$ cat src/rtl/mem_req_arbiter.sv
// Two-client memory request arbiter: per-client request FIFOs, round-robin issue onto a
// registered mem_req, and routing of memory responses back to the owning client.

package mem_req_arbiter_pkg;
    localparam int ADDR_WIDTH      = 32;
    localparam int DATA_WIDTH      = 32;
    localparam int ACCESS_ID_WIDTH = 8;
    localparam int CORE_ID_WIDTH   = 4;

    typedef struct packed {
        logic                       vld;
        logic [CORE_ID_WIDTH-1:0]   core_id;
        logic [ACCESS_ID_WIDTH-1:0] access_id;
        logic [ADDR_WIDTH-1:0]      addr;
        logic [DATA_WIDTH-1:0]      data;
    } request_t;
endpackage

module mem_req_fifo
    import mem_req_arbiter_pkg::*;
#(
    parameter int DEPTH = 4
) (
    input  logic     clk,
    input  logic     reset,
    input  logic     push,
    input  request_t push_data,
    input  logic     pop,
    output request_t head,
    output logic     head_vld,
    output logic     full
);
    localparam int PW = (DEPTH > 1) ? $clog2(DEPTH) : 1;

    request_t        slots [DEPTH];
    logic [PW-1:0]   wr_ptr;
    logic [PW-1:0]   rd_ptr;
    logic [PW:0]     count;

    // Payload storage needs no reset; occupancy is tracked by count alone.
    always_ff @(posedge clk) begin
        if (push) begin
            slots[wr_ptr] <= push_data;
        end
    end

    always_ff @(posedge clk or negedge reset) begin
        if (!reset) begin
            wr_ptr <= '0;
            rd_ptr <= '0;
            count  <= '0;
        end else begin
            if (push) begin
                wr_ptr <= wr_ptr + PW'(1);
            end
            if (pop) begin
                rd_ptr <= rd_ptr + PW'(1);
            end
            case ({push, pop})
                2'b10:   count <= count + (PW+1)'(1);
                2'b01:   count <= count - (PW+1)'(1);
                default: ;
            endcase
        end
    end

    assign head     = slots[rd_ptr];
    assign head_vld = (count != '0);
    assign full     = (count == DEPTH[PW:0]);
endmodule

module mem_req_arbiter
    import mem_req_arbiter_pkg::*;
#(
    parameter int CORE_ID        = 0,
    parameter int REQ_FIFO_DEPTH = 4,
    parameter int CNT_WIDTH      = 8
) (
    input  logic                 clk,
    input  logic                 reset,
    input  request_t             icache_req,
    output logic                 icache_grant,
    output request_t             icache_rsp,
    input  request_t             dcache_req,
    output logic                 dcache_grant,
    output request_t             dcache_rsp,
    output request_t             mem_req,
    input  logic                 mem_req_ready,
    input  request_t             mem_rsp,
    output logic [CNT_WIDTH-1:0] icache_outstanding,
    output logic [CNT_WIDTH-1:0] dcache_outstanding,
    output logic [CNT_WIDTH-1:0] drop_count
);
    localparam logic [CORE_ID_WIDTH-1:0] OWN_CORE = CORE_ID[CORE_ID_WIDTH-1:0];
    localparam logic [CNT_WIDTH-1:0]     CNT_MAX  = '1;

    typedef enum logic {SERVED_ICACHE, SERVED_DCACHE} served_t;

    served_t  last_served;
    request_t i_head;
    request_t d_head;
    logic     i_head_vld;
    logic     d_head_vld;
    logic     i_full;
    logic     d_full;
    logic     can_load;
    logic     load;
    logic     pick_d;
    logic     i_pop;
    logic     d_pop;
    logic     rsp_match;
    logic     rsp_to_icache;

    // Grants are forced low during reset so every output reads 0 while reset is held.
    assign icache_grant = reset && icache_req.vld && !i_full;
    assign dcache_grant = reset && dcache_req.vld && !d_full;

    mem_req_fifo #(.DEPTH(REQ_FIFO_DEPTH)) u_icache_fifo (
        .clk       (clk),
        .reset     (reset),
        .push      (icache_grant),
        .push_data (icache_req),
        .pop       (i_pop),
        .head      (i_head),
        .head_vld  (i_head_vld),
        .full      (i_full)
    );

    mem_req_fifo #(.DEPTH(REQ_FIFO_DEPTH)) u_dcache_fifo (
        .clk       (clk),
        .reset     (reset),
        .push      (dcache_grant),
        .push_data (dcache_req),
        .pop       (d_pop),
        .head      (d_head),
        .head_vld  (d_head_vld),
        .full      (d_full)
    );

    // dcache wins when it is the only head, or when both are ready and icache went last.
    assign can_load = !mem_req.vld || mem_req_ready;
    assign load     = can_load && (i_head_vld || d_head_vld);
    assign pick_d   = d_head_vld && (!i_head_vld || (last_served == SERVED_ICACHE));
    assign i_pop    = load && !pick_d;
    assign d_pop    = load && pick_d;

    always_ff @(posedge clk or negedge reset) begin
        if (!reset) begin
            mem_req     <= '0;
            last_served <= SERVED_ICACHE;
        end else if (load) begin
            mem_req     <= pick_d ? d_head : i_head;
            mem_req.vld <= 1'b1;
            last_served <= pick_d ? SERVED_DCACHE : SERVED_ICACHE;
        end else if (mem_req_ready) begin
            mem_req <= '0;
        end
    end

    // Access ids 64..127 belong to the instruction cache, everything else to the data path.
    assign rsp_match     = mem_rsp.vld && (mem_rsp.core_id == OWN_CORE);
    assign rsp_to_icache = (mem_rsp.access_id[ACCESS_ID_WIDTH-1:ACCESS_ID_WIDTH-2] == 2'b01);

    always_ff @(posedge clk or negedge reset) begin
        if (!reset) begin
            icache_rsp <= '0;
            dcache_rsp <= '0;
        end else begin
            icache_rsp <= '0;
            dcache_rsp <= '0;
            if (rsp_match && rsp_to_icache) begin
                icache_rsp <= mem_rsp;
            end else if (rsp_match) begin
                dcache_rsp <= mem_rsp;
            end
        end
    end

    function automatic logic [CNT_WIDTH-1:0] next_count(
        input logic [CNT_WIDTH-1:0] cnt,
        input logic                 inc,
        input logic                 dec
    );
        logic [CNT_WIDTH-1:0] result;
        result = cnt;
        case ({inc, dec})
            2'b10:   result = (cnt == CNT_MAX) ? cnt : cnt + CNT_WIDTH'(1);
            2'b01:   result = (cnt == '0) ? cnt : cnt - CNT_WIDTH'(1);
            default: result = cnt;
        endcase
        return result;
    endfunction

    always_ff @(posedge clk or negedge reset) begin
        if (!reset) begin
            icache_outstanding <= '0;
            dcache_outstanding <= '0;
            drop_count         <= '0;
        end else begin
            icache_outstanding <= next_count(icache_outstanding, i_pop, rsp_match && rsp_to_icache);
            dcache_outstanding <= next_count(dcache_outstanding, d_pop, rsp_match && !rsp_to_icache);
            drop_count         <= next_count(drop_count, mem_rsp.vld && !rsp_match, 1'b0);
        end
    end
endmodule
$ cat config.mk
export PLATFORM = sky130hd
export DESIGN_NAME = mem_req_arbiter
export DESIGN_NICKNAME = d
export VERILOG_FILES = /design/src/rtl/mem_req_arbiter.sv
export SDC_FILE = /design/constraint.sdc
export NUM_CORES = 1
export LEC_CHECK = 0
export CAP_MARGIN = 30
export CORE_UTILIZATION = 45
export CTS_BUF_LIST = sky130_fd_sc_hd__clkbuf_2
export DETAILED_ROUTE_END_ITERATION = 16
export DONT_BUFFER_PORTS = 1
export HOLD_SLACK_MARGIN = 0.06
export SYNTH_ARGS = -nofsm -noshare
export SYNTH_HDL_FRONTEND = slang
export SYNTH_SLANG_ARGS = --single-unit
$ cat constraint.sdc
create_clock -name clk -period 7.96 [get_ports clk]
set_input_delay 0.796 -clock clk [delete_from_list [all_inputs] [get_ports clk]]
set_output_delay 0.796 -clock clk [all_outputs]
set_load 0.005 [all_outputs]
==> summary.md <==
| Metric | Value |
|---|---|
| Vias in the first global route | 19757 |
| Ratio of cells with drive above 1 in the final layout | 22.4% |
| Cts bufs inserted | 214 |
| Crit path buf inv count | 5 |
| Cell variety after synth | 58 |
| Ys Warns | 0 |
| CORE AREA | 70600 sq um |
| Minimum clock period | 4.09 ns |
| Routability-driven placement congestion ratio | between 0.8 and 0.9 |
| Sequential area share after synthesis | 77.2% |
| Arrival @ worst endpoint | 3.29 ns |
| Io pins | around 490 |
| Critical Path Fanout Max | 136 |
| Slew headroom | 31.4% |
| CP startpoint kind | input pin |
| Cell Chain, Critical Path | dlygate4sd3_1 > dlygate4sd3_1 > buf_16 > buf_16 > nand2_1 > a31oi_1 > buf_4 |
| Initial DRC count | 1040 |
| Post-CTS Setup Inserts | 0 |
| IO buf count | 0 |
| Register clock-pin slew on the reported worst setup and hold paths | around 0.10 ns |
| Hpwl dp | 49200 microns |
| Register area | 25000 sq um |
| Mean area per synthesized cell | ~20 sq um |
| Final Power | 12.1 mW |
| # fillers | between 5000 and 6000 |
| Req. time, crit path | 7.16 ns |
| Sink Count | 878 |
| Worst-margin pin slew | about 1.0 ns |
| DR DRC count | 0 |
| Syn-to-layout area delta | 26.9% |
| GRT overflow | 0 |
| Highest Clock Rate | around 240 MHz |
| Post-synth EDFFs | 608 |
| Max-Cap Viols | 0 |
| Fin. Hold Viols | 0 |
| Largest net degree at the start of global routing | 273 |
| Fin nets | 2560 |
| Critical path class | in2out |
| Total GRT Usage | 22.7% |
| Flops & latches, synth | 878 |
| Max Slew Vio Count | 0 |
| Via count | roughly 18000 |
| Max VDD drop | between 200 and 300 uV |
| Clk_skew | 0.141 ns |
| Most common flop cell mapped by yosys | edfxtp_1 |
| Pwr per Cell Area | 294 nW/um^2 |
| DR WL/cell | roughly 24 microns |
| Placement Cell Area | about 34000 sq um |
| Slowest cell on crit path | dlygate4sd3_1 |
| Pleak | 16.3 nW |
| Syn Inst Count | 1612 |
| Core Util, Final | 58.2% |
| Setup violations, final | 0 |
| Initial DRT Pass Iterations | 5 |
| Footprint of the multi-input gates | 7020 sq um |
| Final TNS setup | 0 ns |
| CTS tree | built |
| Clock root cell | clkbuf_2 |
| Pre-CTS WS | 4.16 ns |
| Initial antenna violation count | 10 |
| Initial Util | 45.8% |
| Via density | 5.21 |
| Die Ht | 270 microns |
| Hold buffers post-CTS | 528 |
| Clk_lat worst skew | around 1.4 ns |
| # resized after CTS | 0 |
| Die area | about 73000 sq um |
| Final worst path period share | between 50 and 60% |
| H-tree depth | 4 |
| Post-route cell area | between 40000 and 50000 sq um |
| CP delay by family, top | buffers and inverters |
| Mapped Area | 32400 sq um |
| Worst hold path type | in2reg |
| CP max stage delay | 0.63 ns |
| Die width | 270 microns |
| Outcome | completed |
| Async set-reset flop share out of synthesis | 30.8% |
| First-pass GRT wire length | 123000 microns |
| Clock Tree Buf Depth | 3 |
| WL final | 82000 microns |
| Post-route ant nets | 0 |
| PnR worst setup slack | 3.87 ns |
| RSZ-0062 raised after global routing | no |
| Num rows | 97 |
| Crit end category | primary output |
-- where the power goes --
| group | switching (mW) | internal [mW] | leakage (nW) |
|---|---|---|---|
| clock network | 1.82 | 1.27 | 1.56 |
| registers | 0.569 | 5.54 | 9.06 |
| logic | 1.41 | 1.47 | 5.63 |
-- path summary, 6_finish.rpt --
check / startpoint / endpoint / slack (ns) / cells past startpoint
max: reset / icache_grant / 3.87 / 7
min reg2reg: mem_req[58] / mem_req[58] / 0.51 / 1
min: icache_req[54] / u_icache_fifo.slots[1][54] / 0.26 / 1
max in group asynchronous: reset / mem_req[36] / 5.98 / 5
max reg2reg: u_dcache_fifo.count[0] / icache_outstanding[6] / 4.50 / 11
min in group asynchronous: reset / mem_req[2] / 0.36 / 3
-- cell type report --
class	count	area share, %
flip-flops and latches	878	60.9
clock buffers	321	3.91
repair buffers	557	13.9
diodes	9	0.0548
clock inverters	74	1.15
multi-input cells	638	17.1
inverters	19	0.180
well taps	940	2.86
-- stage by stage --
step                instances  hold WS [ns]
floorplan                1620         0.458
global placement         2493         0.476
detailed placement       2499         0.491
CTS                      3422        0.0649
global route             3435        0.0973
finish                   3436         0.256
-- cell families after synthesis --
group | Yosys count | share of synthesized area, %
flip-flops | 878 | 77.2
AND/OR/NAND/NOR | 233 | 4.38
AO/OA/AOI/OAI | 185 | 4.60
multiplexers | 157 | 10.7
buffers and inverters | 104 | 1.30
XOR/XNOR | 36 | 0.974
adder cells (fa/ha/maj) | 18 | 0.742
other | 1 | 0.0116
-- sequential cells by signal, summed over array words and instances (netlist names) --
signal,count
u_icache_fifo.count,3
dcache_outstanding,8
u_dcache_fifo.count,3
u_icache_fifo.wr_ptr,2
icache_rsp,77
u_icache_fifo.rd_ptr,2
u_dcache_fifo.wr_ptr,2
last_served,1
dcache_rsp,77
u_dcache_fifo.slots,304
u_icache_fifo.slots,304
drop_count,8
mem_req,77
u_dcache_fifo.rd_ptr,2
icache_outstanding,8
-- cell usage in the layout (no fill, tap or decap), types with 22 or more instances in the layout --
master         count
dlygate4sd3_1    528
a22o_1            77
edfxtp_1         608
a21o_1            76
clkinv_1          49
and2_1           146
nand2_1           22
clkbuf_2         321
dfrtp_1          266
mux4_2           152
-- layer usage --
layer	vias up	track usage [%]	wire (microns)
met5	-	0	0
met2	671	39.2	42700
met1	9281	26.1	30800
li1	7827	-	-
met4	0	9.86	2560
met3	139	7.08	5920
-- worst register-to-register path: cells and delay by family, from the launching register on --
kind,cells,cell delay (ns)
AOI/OAI and AO/OA,2,0.76
and+or+nand+nor,4,0.79
DFF,1,0.42
buffers and inverters,1,0.15
xor gates and xnor gates,2,0.44
adders and majority gates,2,0.75
-- synthesized netlist by cell type, types with 3 or more instances --
library cell  instances  area [sq um]
nor2_1               12          45.0
clkbuf_1             63           236
a21oi_1               4          20.0
nand3_1               3          15.0
and3_1                7          43.8
and2_1              154           963
inv_1                19          71.3
buf_2                16          80.1
nand4_1               9          56.3
buf_1                 4          15.0
nand2_1              22          82.6
ha_1                 16           200
nand2b_1              4          25.0
edfxtp_1            608         18300
o31ai_1               5          37.5
mux4_2              152          3420
a21o_1               76           571
o21ai_0               6          30.0
xor2_1               18           158
a22o_1               77           674
xnor2_1              18           158
dfrtp_1             270          6760
No activity file was read; power rests on OpenSTA's default activity.
